<file path="src/rtl/huff_merge_ctrl_if.sv">
// Handshake and data bundle for huff_merge_ctrl: start request, six symbol
// counts in, merge stream, completion and error status out.
interface huff_merge_ctrl_if;
  logic       start;
  logic [7:0] CNT1, CNT2, CNT3, CNT4, CNT5, CNT6;
  logic       busy;
  logic       merge_valid;
  logic [3:0] merge_a;
  logic [3:0] merge_b;
  logic [3:0] merge_id;
  logic [8:0] merge_sum;
  logic       done;
  logic       err;

  modport master (
    output start, CNT1, CNT2, CNT3, CNT4, CNT5, CNT6,
    input  busy, merge_valid, merge_a, merge_b, merge_id, merge_sum, done, err
  );

  modport slave (
    input  start, CNT1, CNT2, CNT3, CNT4, CNT5, CNT6,
    output busy, merge_valid, merge_a, merge_b, merge_id, merge_sum, done, err
  );
endinterface

</file>
<file path="src/rtl/huff_merge_ctrl.sv">
// Huffman merge sequencer for six symbols: five scan/merge rounds over 11 slots.
// Optional count-sum check against TOTAL is enabled by defining HUFF_SUM_CHK_EN.
//
// state | meaning
// IDLE  | waiting for start, counts not yet latched
// SCAN  | visiting slots 1..11, tracking the two smallest active nodes
// MERGE | retiring min1/min2, creating internal node 6+step
// FIN   | one cycle to raise done and drop busy
module huff_merge_ctrl #(
  parameter int TOTAL = 100
) (
  input  logic            clk,
  input  logic            reset,
  huff_merge_ctrl_if.slave bus
);

  typedef enum logic [1:0] {IDLE, SCAN, MERGE, FIN} state_t;

  localparam logic [10:0] TOTAL11 = 11'(TOTAL);

  state_t      r_state;
  logic [2:0]  r_step;
  logic [3:0]  r_idx;
  logic [8:0]  r_w [1:11];
  logic [11:1] r_act;
  logic [3:0]  r_min1, r_min2;
  logic        r_have1, r_have2;
  logic        r_busy, r_valid, r_done;
  logic [3:0]  r_a, r_b, r_id;
  logic [8:0]  r_sum;

  logic        w_accept;
  logic        w_sum_ok;
  logic [8:0]  w_cur;
  logic [8:0]  w_msum;
  logic [3:0]  w_new_id;

  assign w_accept = (r_state == IDLE) && bus.start && !r_busy;
  assign w_cur    = r_w[r_idx];
  assign w_msum   = r_w[r_min1] + r_w[r_min2];
  assign w_new_id = 4'(r_step) + 4'd6;

`ifdef HUFF_SUM_CHK_EN
  logic [10:0] w_sum;
  logic        r_err;
  assign w_sum = 11'(bus.CNT1) + 11'(bus.CNT2) + 11'(bus.CNT3)
               + 11'(bus.CNT4) + 11'(bus.CNT5) + 11'(bus.CNT6);
  assign w_sum_ok = (w_sum == TOTAL11);

  always_ff @(posedge clk or posedge reset) begin
    if (reset)         r_err <= 1'b0;
    else if (w_accept) r_err <= !w_sum_ok;
  end
  assign bus.err = r_err;
`else
  logic w_unused_total;
  assign w_unused_total = ^TOTAL11;
  assign w_sum_ok = 1'b1;
  assign bus.err  = 1'b0;
`endif

  always_ff @(posedge clk or posedge reset) begin
    if (reset) begin
      r_state <= IDLE;
      r_step  <= '0;
      r_idx   <= '0;
      for (int i = 1; i <= 11; i++) r_w[i] <= '0;
      r_act   <= '0;
      r_min1  <= '0;
      r_min2  <= '0;
      r_have1 <= 1'b0;
      r_have2 <= 1'b0;
      r_busy  <= 1'b0;
      r_valid <= 1'b0;
      r_done  <= 1'b0;
      r_a     <= '0;
      r_b     <= '0;
      r_id    <= '0;
      r_sum   <= '0;
    end else begin
      r_valid <= 1'b0;
      r_done  <= 1'b0;
      case (r_state)
        IDLE: begin
          r_busy <= 1'b0;
          if (w_accept) begin
            r_busy <= 1'b1;
            if (!w_sum_ok) begin
              // Rejected request: done and busy share the single following cycle.
              r_done <= 1'b1;
            end else begin
              r_w[1] <= {1'b0, bus.CNT1};
              r_w[2] <= {1'b0, bus.CNT2};
              r_w[3] <= {1'b0, bus.CNT3};
              r_w[4] <= {1'b0, bus.CNT4};
              r_w[5] <= {1'b0, bus.CNT5};
              r_w[6] <= {1'b0, bus.CNT6};
              for (int i = 7; i <= 11; i++) r_w[i] <= '0;
              r_act   <= 11'h03F;
              r_step  <= 3'd1;
              r_idx   <= 4'd1;
              r_have1 <= 1'b0;
              r_have2 <= 1'b0;
              r_state <= SCAN;
            end
          end
        end
        SCAN: begin
          // Ascending slot order makes strict '<' resolve weight ties to the lower ID.
          if (r_act[r_idx]) begin
            if (!r_have1 || (w_cur < r_w[r_min1])) begin
              r_min2  <= r_min1;
              r_have2 <= r_have1;
              r_min1  <= r_idx;
              r_have1 <= 1'b1;
            end else if (!r_have2 || (w_cur < r_w[r_min2])) begin
              r_min2  <= r_idx;
              r_have2 <= 1'b1;
            end
          end
          if (r_idx == 4'd11) r_state <= MERGE;
          else                r_idx   <= r_idx + 4'd1;
        end
        MERGE: begin
          r_act[r_min1]    <= 1'b0;
          r_act[r_min2]    <= 1'b0;
          r_act[w_new_id]  <= 1'b1;
          r_w[w_new_id]    <= w_msum;
          r_a     <= r_min1;
          r_b     <= r_min2;
          r_id    <= w_new_id;
          r_sum   <= w_msum;
          r_valid <= 1'b1;
          r_step  <= r_step + 3'd1;
          if (r_step < 3'd5) begin
            r_idx   <= 4'd1;
            r_have1 <= 1'b0;
            r_have2 <= 1'b0;
            r_state <= SCAN;
          end else begin
            r_state <= FIN;
          end
        end
        FIN: begin
          r_done  <= 1'b1;
          r_busy  <= 1'b0;
          r_state <= IDLE;
        end
        default: r_state <= IDLE;
      endcase
    end
  end

  assign bus.busy        = r_busy;
  assign bus.merge_valid = r_valid;
  assign bus.merge_a     = r_a;
  assign bus.merge_b     = r_b;
  assign bus.merge_id    = r_id;
  assign bus.merge_sum   = r_sum;
  assign bus.done        = r_done;

endmodule
</file>
<file path="src/flat_wrapper.sv">
// flat-port wrapper written by rule: the top's interface ports become plain ports
module huff_merge_ctrl_flat 
#(
  parameter int TOTAL = 100
)
  (clk, reset, bus_start, bus_CNT1, bus_CNT2, bus_CNT3, bus_CNT4, bus_CNT5, bus_CNT6, bus_busy, bus_merge_valid, bus_merge_a, bus_merge_b, bus_merge_id, bus_merge_sum, bus_done, bus_err);
  huff_merge_ctrl_if bus_i ();
  input  logic clk;
  input  logic reset;
  input wire logic [$bits(bus_i.start)-1:0] bus_start;
  input wire logic [$bits(bus_i.CNT1)-1:0] bus_CNT1;
  input wire logic [$bits(bus_i.CNT2)-1:0] bus_CNT2;
  input wire logic [$bits(bus_i.CNT3)-1:0] bus_CNT3;
  input wire logic [$bits(bus_i.CNT4)-1:0] bus_CNT4;
  input wire logic [$bits(bus_i.CNT5)-1:0] bus_CNT5;
  input wire logic [$bits(bus_i.CNT6)-1:0] bus_CNT6;
  output wire logic [$bits(bus_i.busy)-1:0] bus_busy;
  output wire logic [$bits(bus_i.merge_valid)-1:0] bus_merge_valid;
  output wire logic [$bits(bus_i.merge_a)-1:0] bus_merge_a;
  output wire logic [$bits(bus_i.merge_b)-1:0] bus_merge_b;
  output wire logic [$bits(bus_i.merge_id)-1:0] bus_merge_id;
  output wire logic [$bits(bus_i.merge_sum)-1:0] bus_merge_sum;
  output wire logic [$bits(bus_i.done)-1:0] bus_done;
  output wire logic [$bits(bus_i.err)-1:0] bus_err;
  assign bus_i.start = bus_start;
  assign bus_i.CNT1 = bus_CNT1;
  assign bus_i.CNT2 = bus_CNT2;
  assign bus_i.CNT3 = bus_CNT3;
  assign bus_i.CNT4 = bus_CNT4;
  assign bus_i.CNT5 = bus_CNT5;
  assign bus_i.CNT6 = bus_CNT6;
  assign bus_busy = bus_i.busy;
  assign bus_merge_valid = bus_i.merge_valid;
  assign bus_merge_a = bus_i.merge_a;
  assign bus_merge_b = bus_i.merge_b;
  assign bus_merge_id = bus_i.merge_id;
  assign bus_merge_sum = bus_i.merge_sum;
  assign bus_done = bus_i.done;
  assign bus_err = bus_i.err;
  huff_merge_ctrl #(.TOTAL(TOTAL)) u_core (.clk(clk), .reset(reset), .bus(bus_i));
endmodule
</file>
<file path="config.mk">
export PLATFORM = sky130hd
export DESIGN_NAME = huff_merge_ctrl_flat
export DESIGN_NICKNAME = d
export VERILOG_FILES = /design/src/rtl/huff_merge_ctrl_if.sv /design/src/rtl/huff_merge_ctrl.sv /design/src/flat_wrapper.sv
export SDC_FILE = /design/constraint.sdc
export NUM_CORES = 1
export LEC_CHECK = 0
export CORE_UTILIZATION = 64
export CTS_CLUSTER_DIAMETER = 30
export DETAILED_ROUTE_END_ITERATION = 6
export PLACE_DENSITY = 0.95
export SYNTH_ARGS = -nofsm -noshare
export SYNTH_HDL_FRONTEND = slang
export SYNTH_SLANG_ARGS = --single-unit
</file>
<file path="constraint.sdc">
create_clock -name clk -period 13.32 [get_ports clk]
set_clock_uncertainty 0.15 [all_clocks]
set_input_delay 2.664 -clock clk [delete_from_list [all_inputs] [get_ports clk]]
set_output_delay 2.664 -clock clk [all_outputs]
set_load 0.05 [all_outputs]
</file>
==> impl_summary.md <==
Worst setup path
The worst setup path is launched from an input port. The sort of element at the end of the critical path is a flip-flop. The critical path start-end classification is in -> reg. The cell count of the worst reg-to-reg path is 12. The data required time of the worst path is 13.42 ns. Data on the critical path arrives at its endpoint at 5.83 ns. The slack of the worst reg-to-reg path is 7.98 ns. The critical-path maximum fanout is 22.

Final layout
The top cell types in the final layout, fill and taps aside, are 150 x sky130_fd_sc_hd__dfrtp_1, 102 x sky130_fd_sc_hd__o21ai_0, 101 x sky130_fd_sc_hd__nand2_1. The library cell used most frequently in the layout, excluding fill and tap cells, is sky130_fd_sc_hd__dfrtp_1. The synthesis-to-layout area growth is 13.2%. The fill cell instance count of the final layout is 952. Of the cells placed in the final design, the portion with a size suffix greater than 1 is 13.9%. The net count of the finished layout is 1150. The number of diodes added for antenna fixing is 0.

Clock network
The post-CTS setup buffer count is 0. The clock reaches the later pin of the worst-skew pair after 0.44 ns. The H-tree level count is 4.

TritonCTS built the clock tree. Clock-pin slew was measured on the worst setup and hold paths at 0.06 ns. The sink count of the clock tree is 153. The clock passes through at most 2 buffers. After clock tree synthesis, the repair step resized 0 gates. Buffers inserted during clock tree synthesis total 17. The buffer type at the clock tree root is sky130_fd_sc_hd__clkbuf_16. After clock tree synthesis, the flow added hold-fix buffers numbering 0.

Place
The congestion estimate from routability-driven global placement came to 1.01. The count of buffers inserted at the top-level ports is 74. Detailed placement finished with a half-perimeter wire length of 21600 µm.

Drt
The detail route stage leaves a number of antenna-violating nets equal to 0. For this block, the via count after detailed routing is 9602. The total wire length after detailed routing is 33500 µm. In this run, the number of DRC markers left after iteration 0 of detailed routing was 1791.

In the routed layout, each cell is associated on average with a via count of 7.62. The first detailed-routing pass took 7 iterations. The average wire per standard cell is 26.6 µm. The final routed DRC violation total is 31.

STA
The worst hold-check slack is 0.332 ns. Setup violations remaining at the end of the flow were counted as 0. Setup repair after global routing left no endpoint under its margin. The worst pin sits at a relative slew slack of -2.37%. After routing, the total negative slack on setup checks comes to 0 ns. The highest clock rate is 0.175 GHz.

The slew at the pin with the worst max-slew slack is 1.53 ns. The part of the cycle the worst path needs is 43.0%. The number of hold-slack violations in the final timing report is 0. The final max-slew violation count is 11. For the finished layout, the period the worst path requires is 5.73 ns.

Yosys
The number of nets in the synthesized netlist is 1125. The mean post-synth cell area is 9.61 µm². The library cell occupying the most area in the post-synthesis netlist is sky130_fd_sc_hd__dfrtp_1. Synthesis produced a netlist whose cell count is 1036. In this run, synthesis produced a sequential element count of 153. The share of Yosys cell area claimed by the top area cell type is 38.5%. The cell area that synthesis handed to floorplanning was 0.00996 mm².

The number of warnings issued by yosys is 0. The count of different cell masters after synthesis is 55. In the synthesized netlist the async set-or-reset flop fraction comes to 100%. The most common flop cell mapped by yosys is sky130_fd_sc_hd__dfrtp_1. By area the synthesized netlist is led by sky130_fd_sc_hd__dfrtp_1 38%, sky130_fd_sc_hd__mux4_2 8.8%, sky130_fd_sc_hd__mux2_2 5.8%.

For this run, the register share of the synthesized area comes to 38.5%. The number of enable-type register cells in the synthesized netlist is 0.

Die
The chip height is 127 µm. The I/O pin count is 76. The area of the core is 0.0152 mm². The number of cell rows is 45. The die outline area is 0.0161 mm². The floorplan step set the die width to 127 µm. The effective utilization at floorplan is 65.5%.

Outcome
The checks that failed: DRC, capacitance limit, slew limit. The flow ran to the end, but the final reports show violations.

Global routing
The first global-routing pass estimated 52300 µm of wire. The number of global-route vias before repair is 9585. For this run the aggregate overflow at the end of global routing stands at 0. Entering global routing, the biggest net connects 81 pins. The number of antenna violations at the first check in global routing is 0.

For this run, the total global-route usage over all layers was measured as 43.8%.

Power and ir drop
In this run the static leakage power is 4.78 nW. For this design the ratio of total power to cell area is 298 mW/mm². The design draws 3.35 mW. The peak ir drop on the vdd network is 243 µV.

Job
The max-cap check violation count is 1.

Hold path
The min-delay analysis places its worst path in the category reg -> reg. Counting instances, the worst hold path has a depth of 1.
[Yosys cell counts (all sizes together) (2+ instances only)]
cell    count
and3       11
mux2i      21
a21o       14
nand4       3
o21ai     112
nand2b      7
mux4       39
a221o       3
a31oi       6
nor3b       8
nor2       72
inv        51
and2        8
a21oi      67
dfrtp     153
nand2     101
o32a       14
buf        28
nand3      21
mux2       52
or4         2
o22ai      11
nor3        3
ha         37
o21a        5
clkbuf     54
o21bai      2
a221oi     30
nor2b      17
a22o       13
xnor2       6
o221ai      6
o31ai       5
a22oi      35
or3         3
nand3b      4
[sequential cells by signal (all words and copies together), names as in the netlist]
register and cells:
u_core.r_have2 1, u_core.bus.merge_b 4, u_core.r_state 2, u_core.r_min2 4, u_core.bus.merge_sum 9, u_core.r_have1 1, u_core.r_idx 4, u_core.r_act 11
u_core.bus.done 1, u_core.bus.merge_id 4, u_core.bus.merge_a 4, u_core.bus.merge_valid 1, u_core.bus.busy 1, u_core.r_min1 4, u_core.r_w 99, u_core.r_step 3
[layout make-up]
type                       instances  area [µm²]  area share (%)
clock buffer                      20         457            4.05
clock inverter                    10         119            1.06
inverter                          52         200            1.78
multi-input combinational        749        5580            49.5
sequential                       153        3830            34.0
tap                              188         235            2.09
timing repair buffer              88         846            7.51
[stage by stage]
stage	instances	setup WS, ns	util (%)	cell area, µm²
after floorplan	1036	6.38	-	9960
after global placement	1230	7.56	70.3	10700
after detailed placement	1230	7.31	70.3	10700
after CTS	1260	7.74	74.1	11300
after global routing	1260	7.37	74.1	11300
final	1260	7.59	74.1	11300
[layer usage]
| layer | vias to the layer above | part of all wire [%] | routed length [µm] | global-route usage [%] |
|---|---|---|---|---|
| li1 | 3869 | - | - | - |
| met1 | 4503 | 33 | 11200 | 52.9 |
| met2 | 945 | 45 | 15000 | 67.3 |
| met3 | 285 | 14 | 4830 | 15.4 |
| met4 | 0 | 7.5 | 2500 | 27.7 |
| met5 | - | 0 | 0 | 0 |
[path summary, 6_finish.rpt]
check	from	end
max reg2reg	u_core.r_min2[3]	u_core.bus.merge_sum[8]
min	u_core.bus.merge_sum[7]	u_core.bus.merge_sum[7]
min in group asynchronous	reset	u_core.bus.merge_a[0]
max	bus_start	u_core.r_w[85]
min reg2reg	u_core.bus.merge_sum[7]	u_core.bus.merge_sum[7]
max in group asynchronous	reset	u_core.r_idx[0]
[critical path, stage by stage]
cell	delay (ns)
sky130_fd_sc_hd__clkdlybuf4s50_1	0.42
sky130_fd_sc_hd__nand3b_1	0.40
sky130_fd_sc_hd__o21ai_1	0.56
sky130_fd_sc_hd__and3_1	0.45
sky130_fd_sc_hd__a21oi_1	1.04
sky130_fd_sc_hd__o21ai_0	0.28
[cell families after synthesis]
| logic type | synth area share (%) |
|---|---|
| compound gates | 21.7 |
| simple gates | 12.0 |
| flops | 38.5 |
| buf+inv | 5.53 |
| mux | 16.9 |
| fa+ha+maj | 4.85 |
| xor+xnor | 0.616 |
| other cells | 0.0377 |
[power breakdown]
part / switching [mW] / total [mW] / internal, mW
Combinational: 1.24 / 2.00 / 0.757
Clock: 0.200 / 0.484 / 0.284
Sequential: 0.225 / 0.867 / 0.641
Total: 1.67 / 3.35 / 1.68
Note: power is estimated with default switching activity, not from simulation.
